===== config.mk =====
export PLATFORM = sky130hd
export DESIGN_NAME = iq_mod
export DESIGN_NICKNAME = d
export VERILOG_FILES = /design/src/rtl/iq_mod.sv
export SDC_FILE = /design/constraint.sdc
export NUM_CORES = 1
export LEC_CHECK = 0
export ABC_AREA = 1
export ABC_CLOCK_PERIOD_IN_PS = 4700
export BUFFER_PORTS_ARGS = -buffer_cell sky130_fd_sc_hd__buf_2
export CORE_ASPECT_RATIO = 1.5
export CORE_MARGIN = 2
export CORE_UTILIZATION = 60
export CTS_CLUSTER_SIZE = 8
export DETAILED_ROUTE_END_ITERATION = 10
export PLACE_DENSITY = 0.82
export SYNTH_ARGS = -nofsm -noshare
export SYNTH_HDL_FRONTEND = slang
export SYNTH_SLANG_ARGS = --single-unit

===== constraint.sdc =====
create_clock -name clk -period 4.7 [get_ports clk]
set_input_delay 1.175 -clock clk [delete_from_list [all_inputs] [get_ports clk]]
set_output_delay 1.175 -clock clk [all_outputs]
set_load 0.02 [all_outputs]

===== src/rtl/iq_mod.sv =====
// iq_mod: fs/4 quadrature upconverter (baseband I/Q times e^{j*pi*p/2}) with burst-aligned phase.
module iq_mod #(
  parameter int W            = 5,
  parameter int IDLE_TIMEOUT = 64
) (
  input  logic         clk,
  input  logic         resetn,
  input  logic [W-1:0] I_BB,
  input  logic [W-1:0] Q_BB,
  input  logic         bb_rdy,
  input  logic         sync,
  output logic [W-1:0] I_IF,
  output logic [W-1:0] Q_IF,
  output logic         mod_rdy,
  output logic         sat,
  output logic         active
);
  typedef enum logic {IDLE, RUN} state_t;
  localparam logic [W-1:0] MIN = {1'b1, {(W-1){1'b0}}};
  localparam logic [W-1:0] MAX = {1'b0, {(W-1){1'b1}}};
  state_t       state_q;
  logic [1:0]   p_q, ph;
  logic [7:0]   cnt_q;
  logic [W-1:0] i_q, q_q, i_d, q_d, ni, nq;
  logic         rdy_q, sat_q, s_d, ni_sat, nq_sat, timeout;
  always_comb begin
    ph      = (state_q == IDLE || sync) ? 2'd0 : p_q;
    ni_sat  = I_BB == MIN;
    nq_sat  = Q_BB == MIN;
    ni      = ni_sat ? MAX : ~I_BB + 1'b1;
    nq      = nq_sat ? MAX : ~Q_BB + 1'b1;
    i_d     = ph == 2'd0 ? I_BB : ph == 2'd1 ? nq   : ph == 2'd2 ? ni : Q_BB;
    q_d     = ph == 2'd0 ? Q_BB : ph == 2'd1 ? I_BB : ph == 2'd2 ? nq : ni;
    s_d     = ph == 2'd1 ? nq_sat : ph == 2'd2 ? (ni_sat | nq_sat) : ph == 2'd3 ? ni_sat : 1'b0;
    // the counter would hit IDLE_TIMEOUT on this edge
    timeout = state_q == RUN && !bb_rdy && cnt_q == 8'(IDLE_TIMEOUT - 1);
  end
  always_ff @(posedge clk or negedge resetn) begin
    if (!resetn) begin
      state_q <= IDLE;
      p_q     <= '0;
      cnt_q   <= '0;
      i_q     <= '0;
      q_q     <= '0;
      rdy_q   <= 1'b0;
      sat_q   <= 1'b0;
    end else begin
      rdy_q <= bb_rdy;
      sat_q <= bb_rdy & s_d;
      if (bb_rdy) begin
        state_q <= RUN;
        p_q     <= ph + 2'd1;
        cnt_q   <= '0;
        i_q     <= i_d;
        q_q     <= q_d;
      end else if (timeout) begin
        state_q <= IDLE;
        p_q     <= '0;
        cnt_q   <= '0;
        i_q     <= '0;
        q_q     <= '0;
      end else if (state_q == RUN) begin
        cnt_q <= cnt_q + 8'd1;
      end
    end
  end
  assign I_IF    = i_q;
  assign Q_IF    = q_q;
  assign mod_rdy = rdy_q;
  assign sat     = sat_q;
  assign active  = state_q == RUN;
endmodule

* Word level (Yosys, flattened, before mapping)
Cells that the tools add are included.
** Cells by class
- Order comparisons :: 0
- Add/sub/neg operators :: 4
- Shift operators :: 0
- Reduce and logical (&&, ||, !) cells :: 7
- Bitwise operators :: 5
- Muxes and demuxes :: 22
- Multiply operators :: 0
- Equality and inequality tests :: 6
- Divide/modulo/power cells :: 0
** Operator list (number)
- 2-to-1 mux 5 bit :: 11
- 2-to-1 mux 8 bit :: 3
- adder 5 x 1 -> 5 bit, second input constant :: 2
- == test 5 bit, second input constant :: 2
- NOT 5 bit :: 2
- adder 8 x 1 -> 8 bit, second input constant :: 1
- == test 8 x 6 -> 1 bit, second input constant :: 1
- 2-to-1 mux 2 bit :: 3
- 2-to-1 mux 1 bit :: 5
- == test 2 bit, second input constant :: 2
- nonzero test 3 bit :: 1
- adder 2 x 1 -> 2 bit, second input constant :: 1
- == test 2 x 1 -> 1 bit, second input constant :: 1
- logical AND 1 bit :: 2
- zero test 2 bit :: 1
- nonzero test 2 bit :: 1
- AND 1 bit :: 1
- zero test 1 bit :: 1
- logical OR 1 bit :: 1
- NOT 1 bit :: 1
- OR 1 bit :: 1
** Storage, ports and cells
- Bits in read-only memories :: 0
- Input port bits :: 14
- Bits in registers :: 23
- Output and inout port bits :: 13
- Memories kept :: 0
- Bits in latches :: 0
- Bits in writable memories :: 0
- Word-level logic and storage cells :: 51

* Logic depth before layout (Yosys ltp)
Gate-level depths: netlist of the first run.
- Depth after elaboration :: 8
- Mapped depth :: 14
- Depth with buffers taken out :: 13

* Worst setup path before layout of the first run
No wires, ideal clock.
- Kind :: in2reg
- Start :: input sync
- End :: register q_q[2] (netlist: Q_IF[2])
- Library setup time :: 116 ps
- Data required time :: 4584 ps
- Path buffers :: 1
- Arrival :: 2378 ps
- Stages :: 11
- Setup slack :: 2205 ps
- Cells stage by stage :: nor2_4 nand2_4 inv_4 ha_1 buf_2 inv_1 or2_2 nand3_1 nand2_1 nand2_1 nand2_1
** On the way
- Longest elaborated chain between the ends :: 7
- Elaborated cells on any way between the ends :: 9
- Classes of those cells :: eq/ne (2); mux (5); reduce/logical (2)
** Ends and longest elaborated chain
- start, declared :: RTL line 11 : input logic sync,
- logical OR 1 bit (*) :: RTL line 27 : ph = (state_q == IDLE || sync) ? 2'd0 : p_q;
- 2-to-1 mux 2 bit (*) :: RTL line 27
- == test 2 bit :: RTL line 33 : q_d = ph == 2'd0 ? Q_BB : ph == 2'd1 ? I_BB : ph == 2'd2 ? nq : ni;
- 2-to-1 mux 5 bit (2 in series) :: RTL line 33
- 2-to-1 mux 5 bit (*) :: RTL line 33
- 2-to-1 mux 5 bit (*) :: RTL line 50 : if (bb_rdy) begin
- end signal, assigned :: RTL line 55 : q_q <= q_d;
- end, declared :: RTL line 24 : logic [W-1:0] i_q, q_q, i_d, q_d, ni, nq;
Every way passes the cells marked *; elsewhere a longest branch is shown, timed or not.
A chain may end at the register's enable or synchronous reset.

* Final worst setup path of the first run
Ends and elaborated chain as after synthesis.

==> results of run 1 <==
layout make-up:
| type | count | share of cell area, % |
|---|---|---|
| tap | 37 | 2.580 |
| timing repair buffer | 26 | 7.252 |
| inverter | 33 | 7.601 |
| multi-input combinational | 162 | 47.91 |
| clock buffer | 3 | 2.301 |
| clock inverter | 1 | 0.2789 |
| sequential | 23 | 32.08 |
placed cells by master (no fill, tap or decap), types with 2 or more instances in the layout:
cell / count
nand2_1: 65
inv_1: 28
buf_2: 26
nand3_1: 24
dfrtp_1: 23
nor2_1: 19
a21oi_1: 8
o21ai_0: 7
o21ai_2: 6
ha_1: 6
xor2_1: 5
nor3_1: 3
clkbuf_8: 3
nand2_2: 2
inv_4: 2
o22ai_1: 2
o21ai_1: 2
worst max-delay path, stage by stage:
cell,delay (ps)
buf_2,110
nor2_4,160
nand2_4,80
inv_4,100
ha_1,370
inv_1,180
or2_2,300
nand3_1,80
nand2_1,50
nand2_1,60
nand2_1,50
per-stage QoR:
stage | hold slack, ps | cell area [sq um]
floorplan | 468.3 | 1609
global placement | 462.2 | 1748
detailed placement | 463.2 | 1748
CTS | 484.5 | 1794
global route | 511.7 | 1794
finish | 484.4 | 1794
state kept, by name, summed over array words and instances, names as in the netlist:
register,count
Q_IF,5
cnt_q,8
sat,1
mod_rdy,1
active,1
p_q,2
I_IF,5
cells by family (layout without fill, tap and decap cells):
group,count (synthesis),count (layout)
AOI/OAI and AO/OA,29,29
xor gates and xnor gates,6,6
adders and majority gates,6,6
buffers and inverters,37,63
DFF,23,23
muxes,1,1
and+or+nand+nor,120,120
how the worst min path moves through the flow:
stage | start | to | slack (ps) | cells after the start
final | Q_IF[3] | Q_IF[3] | 480 | 2
after detailed placement | Q_IF[3] | Q_IF[3] | 460 | 2
after global routing | I_IF[4] | I_IF[4] | 510 | 2
after floorplan | cnt_q[1] | cnt_q[1] | 470 | 2
after CTS | Q_IF[3] | Q_IF[3] | 480 | 2
after global placement | I_IF[2] | I_IF[2] | 460 | 2
power breakdown:
part           total (W)  internal (W)  switching (W)
clock           0.000120     0.0000591      0.0000613
combinational   0.000138     0.0000473      0.0000905
sequential      0.000227      0.000215      0.0000120
per-layer routing:
layer  GRT usage (%)  part of all wire [%]  vias up
met4           8.929                   1.8        0
met1           28.93                    41      673
met5               0                     0        -
met3           1.337                   4.0        8
li1                -                     -      757
met2           43.58                    53       45
==> run metrics, run 1 <==
largest family of logic cells by synthesized area=simple AND/OR/NAND/NOR gates; vias=~1,500; fraction of registers with async set/reset=between 90% and 100%; status=complete, no violations; Non-Filler Instances=around 290; vias in the first global route=approximately 1,300; clk sinks=23; total track usage=about 24%; starting density of the core=61.44%; Critical Path End Type=register; Setup crit start=sync; diodes inserted=0; H-Tree Depth=1; Post-synth top flop=dfrtp_1; # rows=23; critical path fanouts, max=11; layout cells sized above 1=19.35%; Hold Path Class=register to register; setup bufs post-CTS=0; Cells after Synth=around 220; FILL cells=241; Leak=around 1 nW; Worst-path clk slew=roughly 80 ps; Worst Setup EP=Q_IF[2]; pre-CTS setup slack=between 1500 and 2000 ps; Root Buffer=clkbuf_8; Fin. Hold Viols=0; dpl hpwl=roughly 2700 um; Slew @ Worst Pin=between 400 and 500 ps; # setup viols final=0; Synth Area in Simple Gates=around a third; I/O pin total=27; RR Endpoint=Q_IF[2]; P&R area growth vs syn=11.51%; Gates resized, CTS repair=0; Worst IR Drop VDD=~0.00015 V; Hold Buf Count CTS=0; Area contributors post-synth=dfrtp_1 36%, nand2_1 15%, nand3_1 7.5%; Design Power=around 0.00049 W; multi-input logic area=between 800 and 900 sq um; fraction of the cycle the final worst path needs=between 50% and 60%; Total Routed Length=3314 um; post-synthesis sequential area ratio=35.77%; Worst Path Required=4860 ps; Yosys warning total=0; CTS max path bufs=2; Max Cap Viol=0; DRT iter0 DRCs=25; top post-synthesis cells by count=65 x nand2_1, 28 x inv_1, 24 x nand3_1; Die Area=about 3100 sq um; CTS tree=built; CTS Buf Count=3; final routed DRC violation total=0; wire per inst=11.63 um; port buffer count=26; Core ar.=between 2000 and 3000 sq um; global-route wire length before repair=5616 um; mux contribution to synthesized area=0.6221%; complex-gate fraction of the synthesized area=a little under an eighth; Setup TNS=0 ps; most frequent cell after synthesis=nand2_1; FF+latch count, synth=23; adder-cell share of the synthesized area=under 10%; Max Fclk=between 0.3 and 0.4 GHz; synthesized area=roughly 1600 sq um; die height=approximately 67 um; Inst Count DP=roughly 280; grt ovf=0; slack of the critical path=around 2100 ps; sequential cell area=roughly 580 sq um; Final Util=between 60% and 70%; biggest area consumer among synthesized cells=dfrtp_1; antenna-violating nets left=0; initial antenna violation count=0; Nets=269; max-slew violations=0; worst rel slew slack=approximately two thirds; Final Skew=around 1.1 ps; syn_nets=roughly 240; Chip Width=between 40 and 50 um; vias per cell=5.204; library cells used by synthesis=34; final critical path time including I/O delays and setup=2553 ps; r2r setup slk=around 2700 ps; Yosys top cell area share=a little over a third; DR pass1 iterations=4; Synth Area in XOR/XNOR=under 10%; crit path DAT=2710 ps; clk_lat worst skew=260 ps; RSZ-0062 raised after global routing=no; Crit Path Category=input pin to register; Syn Area/Cell=7.248 sq um; Placer Congestion=0.8794; largest net degree at the start of global routing=24; Worst R2R Start=active; Startpoint Class=input pin; Reg2Reg Depth=11; Post-synth EDFFs=0; PD cells=roughly 270 nW/um^2
(Power assumes the default switching activity.)
==> run 2: changes to the inputs <==
ABC_CLOCK_PERIOD_IN_PS = 2100   (was 4700)
CORE_UTILIZATION = 50   (was 60)
PLACE_DENSITY = 0.73   (was 0.82)
clock period = 2.1 ns   (was 4.7 ns; I/O delays follow)
==> run 2 against run 1 <==
Register-to-register slack got worse by 2400 ps; via count grew 0.81%; final cell count increased by 3.2%; non-clock buffer count up 6; total power increased by 130%; sequential share of layout area down 0.85 points; critical path depth is 2 higher; hold slack worse by 260 ps; critical path type is now register to register.
==> run metrics, run 2 (synthesis results as in run 1) <==
Worst Path Required=2250 ps (-2610 ps); worst rel slew slack=66.64% (-0.071 points); Critical path buffers and inverters=4 (+1); setup bufs post-CTS=0 (unchanged); Worst IR Drop VDD=0.0002697 V (+85%); Total Routed Length=3568 um (+7.7%); CTS Buf Count=3 (unchanged); r2r setup slk=240 ps (-2410 ps); global-route wire length before repair=6313 um (+12%); Nets=275 (+2.2%); Inst Count DP=290 (+3.2%); fraction of the cycle the final worst path needs=88.45%; wire per inst=12.14 um (+4.4%); H-Tree Depth=1 (unchanged); Hold Buf Count CTS=0 (unchanged); Fin. Hold Viols=0 (unchanged); Slew @ Worst Pin=500.4 ps (+1.062 ps); Worst path top cell family by delay=simple AND/OR/NAND/NOR gates; Leak=1.002 nW (+3.1%); status=complete, no violations; Final Skew=1.843 ps (+0.7791 ps); largest register by flop count=cnt_q; Critical Path Max Stage Delay=470 ps (+100 ps); Crit Path Category=register to register; commonest non-fill, non-tap cell in the layout=nand2_1; total track usage=21.93% (-2.2 points); die height=73.48 um (+9.0%); Root Buffer=clkbuf_8; commonest non-fill, non-tap cells in the layout=65 x nand2_1, 28 x inv_1, 26 x buf_2; PD cells=594.4 nW/um^2 (+120%); clk sinks=23 (unchanged); RSZ-0062 raised after global routing=no; Max Fclk=around 0.54 GHz; I/O pin total=27 (unchanged); vias=1,495 (+0.81%); P&R area growth vs syn=14.54%; layout cells sized above 1=21.26% (+1.9 points); antenna-violating nets left=0 (unchanged); Die Area=3697 sq um (+18%); Gates resized, CTS repair=0 (unchanged); Non-Filler Instances=294 (+3.2%); # setup viols final=0 (unchanged); CTS max path bufs=2 (unchanged); critical path fanouts, max=7 (-4); initial antenna violation count=0 (unchanged); max reg flops=8 (unchanged); Critical Path End Type=register; grt ovf=0 (unchanged); DRT iter0 DRCs=27 (+8.0%); Core ar.=3128 sq um (+19%); port buffer count=26 (unchanged); final routed DRC violation total=0 (unchanged); CTS tree=built; DR pass1 iterations=4 (unchanged); vias per cell=5.085 (-2.3%); clk_lat worst skew=260 ps (about the same); cells along the critical path=inv_2 > nor2_4 > nand2_2 > inv_4 > ha_1 > inv_1 > nor2_1 > buf_4 > nand3_1 > nand2_1 > o21ai_1 > nand3_1 > nand2_1; vias in the first global route=1,523 (+15%); # rows=25 (+8.7%); Setup TNS=0 ps (unchanged); CP max stage cell=dfrtp_1; Startpoint Class=register; Worst-path clk slew=80 ps (about the same); max-slew violations=0 (unchanged); crit path DAT=2010 ps (-700 ps); Max Cap Viol=0 (unchanged); final critical path time including I/O delays and setup=about 1900 ps; largest net degree at the start of global routing=24 (unchanged); Hold Path Class=input pin to asynchronous set/reset pin; diodes inserted=0 (unchanged); Chip Width=50.32 um (+8.7%); dpl hpwl=2842 um (+6.0%); Placer Congestion=0.9490 (+7.9%); starting density of the core=51.44% (-10 points)
run 2: cell count changes in the layout (fill, tap and decap cells not counted), sizes merged:
cell,delta
buf,+6
run 2: final timing paths:
path | endpoint | cells after the start | from
setup / recovery | Q_IF[1] | 13 | active
hold / removal | Q_IF[4] | 1 | resetn
setup reg to reg | Q_IF[1] | 13 | active
hold reg to reg | I_IF[3] | 2 | I_IF[3]
max in group asynchronous | Q_IF[3] | 1 | resetn
min in group clk | I_IF[3] | 2 | I_IF[3]
run 2: area by class of cell:
class	count	area, sq um
Fill cell	320	1285
Inverter	33	136.4
Sequential cell	23	575.6
Timing Repair Buffer	32	175.2
Clock buffer	3	41.29
Multi-Input combinational cell	162	859.6
Tap cell	40	50.05
Clock inverter	1	5.005
run 2: worst reg2reg max path: stages, from the launching register on:
cell	delay, ps
dfrtp_1	470
inv_2	80
nor2_4	150
nand2_2	100
inv_4	90
ha_1	200
inv_1	50
nor2_1	80
buf_4	150
nand3_1	80
nand2_1	90
o21ai_1	60
nand3_1	80
nand2_1	60
run 2: power by group:
part	switching (W)	internal, W
Sequential	0.0000266	0.000482
Combinational	0.000207	0.000115
Clock	0.000133	0.000132
Total	0.000367	0.000729
run 2: metrics by stage:
step	setup WS, ps	hold slack, ps	instance area [sq um]	power, W	util [%]
floorplan	194.7	229.4	1609	0.0007405	-
global placement	195.3	461.1	1797	0.0008361	57.44
detailed placement	158.0	460.8	1797	0.0008408	57.44
CTS	252.1	241.1	1843	0.001106	58.92
global route	87.34	260.5	1843	0.001167	58.92
finish	242.5	222.2	1843	0.001095	58.92
run 2: layer usage:
metal	up-vias	part of all wire, %	GRT usage (%)
met3	5	3.1	1.220
met5	-	0	0
met1	684	42	25.75
li1	770	-	-
met4	0	1.3	8.709
met2	36	54	41.08
==> run 3: changes to the inputs <==
ABC_CLOCK_PERIOD_IN_PS = 1750   (was 2100)
CORE_UTILIZATION = 56   (was 50)
PLACE_DENSITY = 0.77   (was 0.73)
clock period = 1.75 ns   (was 2.1 ns; I/O delays follow)
==> run 3 against run 2 <==
Setup slack got worse by 110 ps; largest cell class unchanged; final cell count rose by 1.7%; global-route usage rose by 5.1 points.
==> run metrics, run 3 (synthesis results as in run 1) <==
CTS Buf Count=3 (unchanged); CTS tree=built; Crit Path Category=register to register; Reg2Reg Depth=11 (-2); grt ovf=0 (unchanged); DR pass1 iterations=4 (unchanged); Gates resized, CTS repair=0 (unchanged); Setup TNS=0 ps (unchanged); CTS max path bufs=2 (unchanged); largest register by flop count=cnt_q; commonest non-fill, non-tap cells in the layout=65 x nand2_1, 27 x inv_1, 26 x buf_2; P&R area growth vs syn=19.83%; H-Tree Depth=1 (unchanged); Hold Buf Count CTS=0 (unchanged); commonest non-fill, non-tap cell in the layout=nand2_1; Critical Path End Type=register; max reg flops=8 (unchanged); vias in the first global route=1,492 (-2.0%); setup bufs post-CTS=0 (unchanged); dpl hpwl=2983 um (+5.0%); final routed DRC violation total=0 (unchanged); diodes inserted=0 (unchanged); FILL cells=247 (-23%); vias=1,529 (+2.3%); RR Endpoint=Q_IF[2]; Die Area=3327 sq um (-10%); Total Routed Length=3855 um (+8.0%); vias per cell=5.114 (+0.56%); DRT iter0 DRCs=26 (-3.7%); PD cells=706.3 nW/um^2 (+19%); wire per inst=12.89 um (+6.2%); clk sinks=23 (unchanged); starting density of the core=59.48% (+8.0 points); layout cells sized above 1=25.95% (+4.7 points); Worst-path clk slew=80 ps (about the same); status=complete, no violations; # rows=23 (-8.0%); Max Cap Viol=0 (unchanged); worst rel slew slack=64.91% (-1.7 points); Hold Path Class=input pin to asynchronous set/reset pin; I/O pin total=27 (unchanged); Slew @ Worst Pin=526.3 ps (+25.95 ps); Worst Setup EP=Q_IF[2]; Chip Width=47.77 um (-5.1%); Worst IR Drop VDD=0.0004841 V (+79%); # setup viols final=0 (unchanged); pre-CTS setup slack=-58.23 ps (-216.2 ps); Root Buffer=clkbuf_8; crit path DAT=1790 ps (-220 ps); Startpoint Class=register; Worst R2R Start=active; clk_lat worst skew=270 ps (about the same); global-route wire length before repair=6679 um (+5.8%); total track usage=26.98% (+5.1 points); initial antenna violation count=0 (unchanged); critical path fanouts, max=4 (-3); Max Fclk=0.6167 GHz (+15%); Setup crit start=active; die height=69.65 um (-5.2%); fraction of the cycle the final worst path needs=92.66% (+4.2 points); max-slew violations=0 (unchanged); antenna-violating nets left=0 (unchanged); Fin. Hold Viols=0 (unchanged); slack of the critical path=128.5 ps (-114.0 ps); Core ar.=2705 sq um (-14%); Leak=1.037 nW (+3.5%); RSZ-0062 raised after global routing=no; largest net degree at the start of global routing=24 (unchanged); Placer Congestion=1.010 (+6.4%); final critical path time including I/O delays and setup=1621 ps (-236.0 ps); Nets=283 (+2.9%); port buffer count=26 (unchanged); r2r setup slk=130 ps (-110 ps); Final Skew=3.625 ps (+1.782 ps); Worst Path Required=1920 ps (-330 ps)
run 3: layout make-up:
| cell class | instances | area (sq um) | share of cell area, % |
|---|---|---|---|
| inverter | 33 | 136.4 | 7.073 |
| multi-input combinational | 162 | 887.1 | 46.01 |
| tap | 37 | 46.29 | 2.401 |
| clock buffer | 3 | 41.29 | 2.141 |
| clock inverter | 1 | 5.005 | 0.2596 |
| sequential | 23 | 576.8 | 29.92 |
| timing repair buffer | 40 | 235.2 | 12.20 |
run 3: per-stage QoR:
step,util (%),hold slack (ps),total power (W),cell area [sq um],instances
global placement,68.73,432.7,0.001020,1859,295
finish,71.28,132.9,0.001362,1928,299
floorplan,-,141.9,0.0008935,1622,222
global route,71.28,167.7,0.001455,1928,299
CTS,70.44,158.0,0.001362,1906,299
detailed placement,68.73,451.0,0.001027,1859,295
run 3: critical path, stage by stage, from the launching register on:
cell and delay, ps:
dfrtp_2 370, inv_2 50, nor2_4 130, nand2_4 90
inv_4 60, ha_2 240, inv_2 70, or2_2 270
nand3_1 90, nand2_1 50, nand2_1 60, nand2_1 50
run 3: report_power, final:
group,internal (W),switching [W]
clock network,0.000160,0.000179
registers,0.000579,0.0000315
logic,0.000152,0.000261
total,0.000890,0.000472
run 3: worst min-delay path by stage:
stage | slack (ps) | start | to
2_1_floorplan | 140 | resetn | I_IF[0]
3_3_place_gp | 430 | resetn | Q_IF[4]
3_5_place_dp | 450 | resetn | Q_IF[4]
4_1_cts | 160 | resetn | Q_IF[2]
5_1_grt | 170 | resetn | Q_IF[4]
6_report | 130 | resetn | I_IF[4]
run 3: routing by layer:
metal	vias up	wire (um)	track usage (%)
met4	0	135	11.41
li1	786	-	-
met3	15	127	2.083
met5	-	0	0
met2	39	2051	44.44
met1	689	1540	34.04
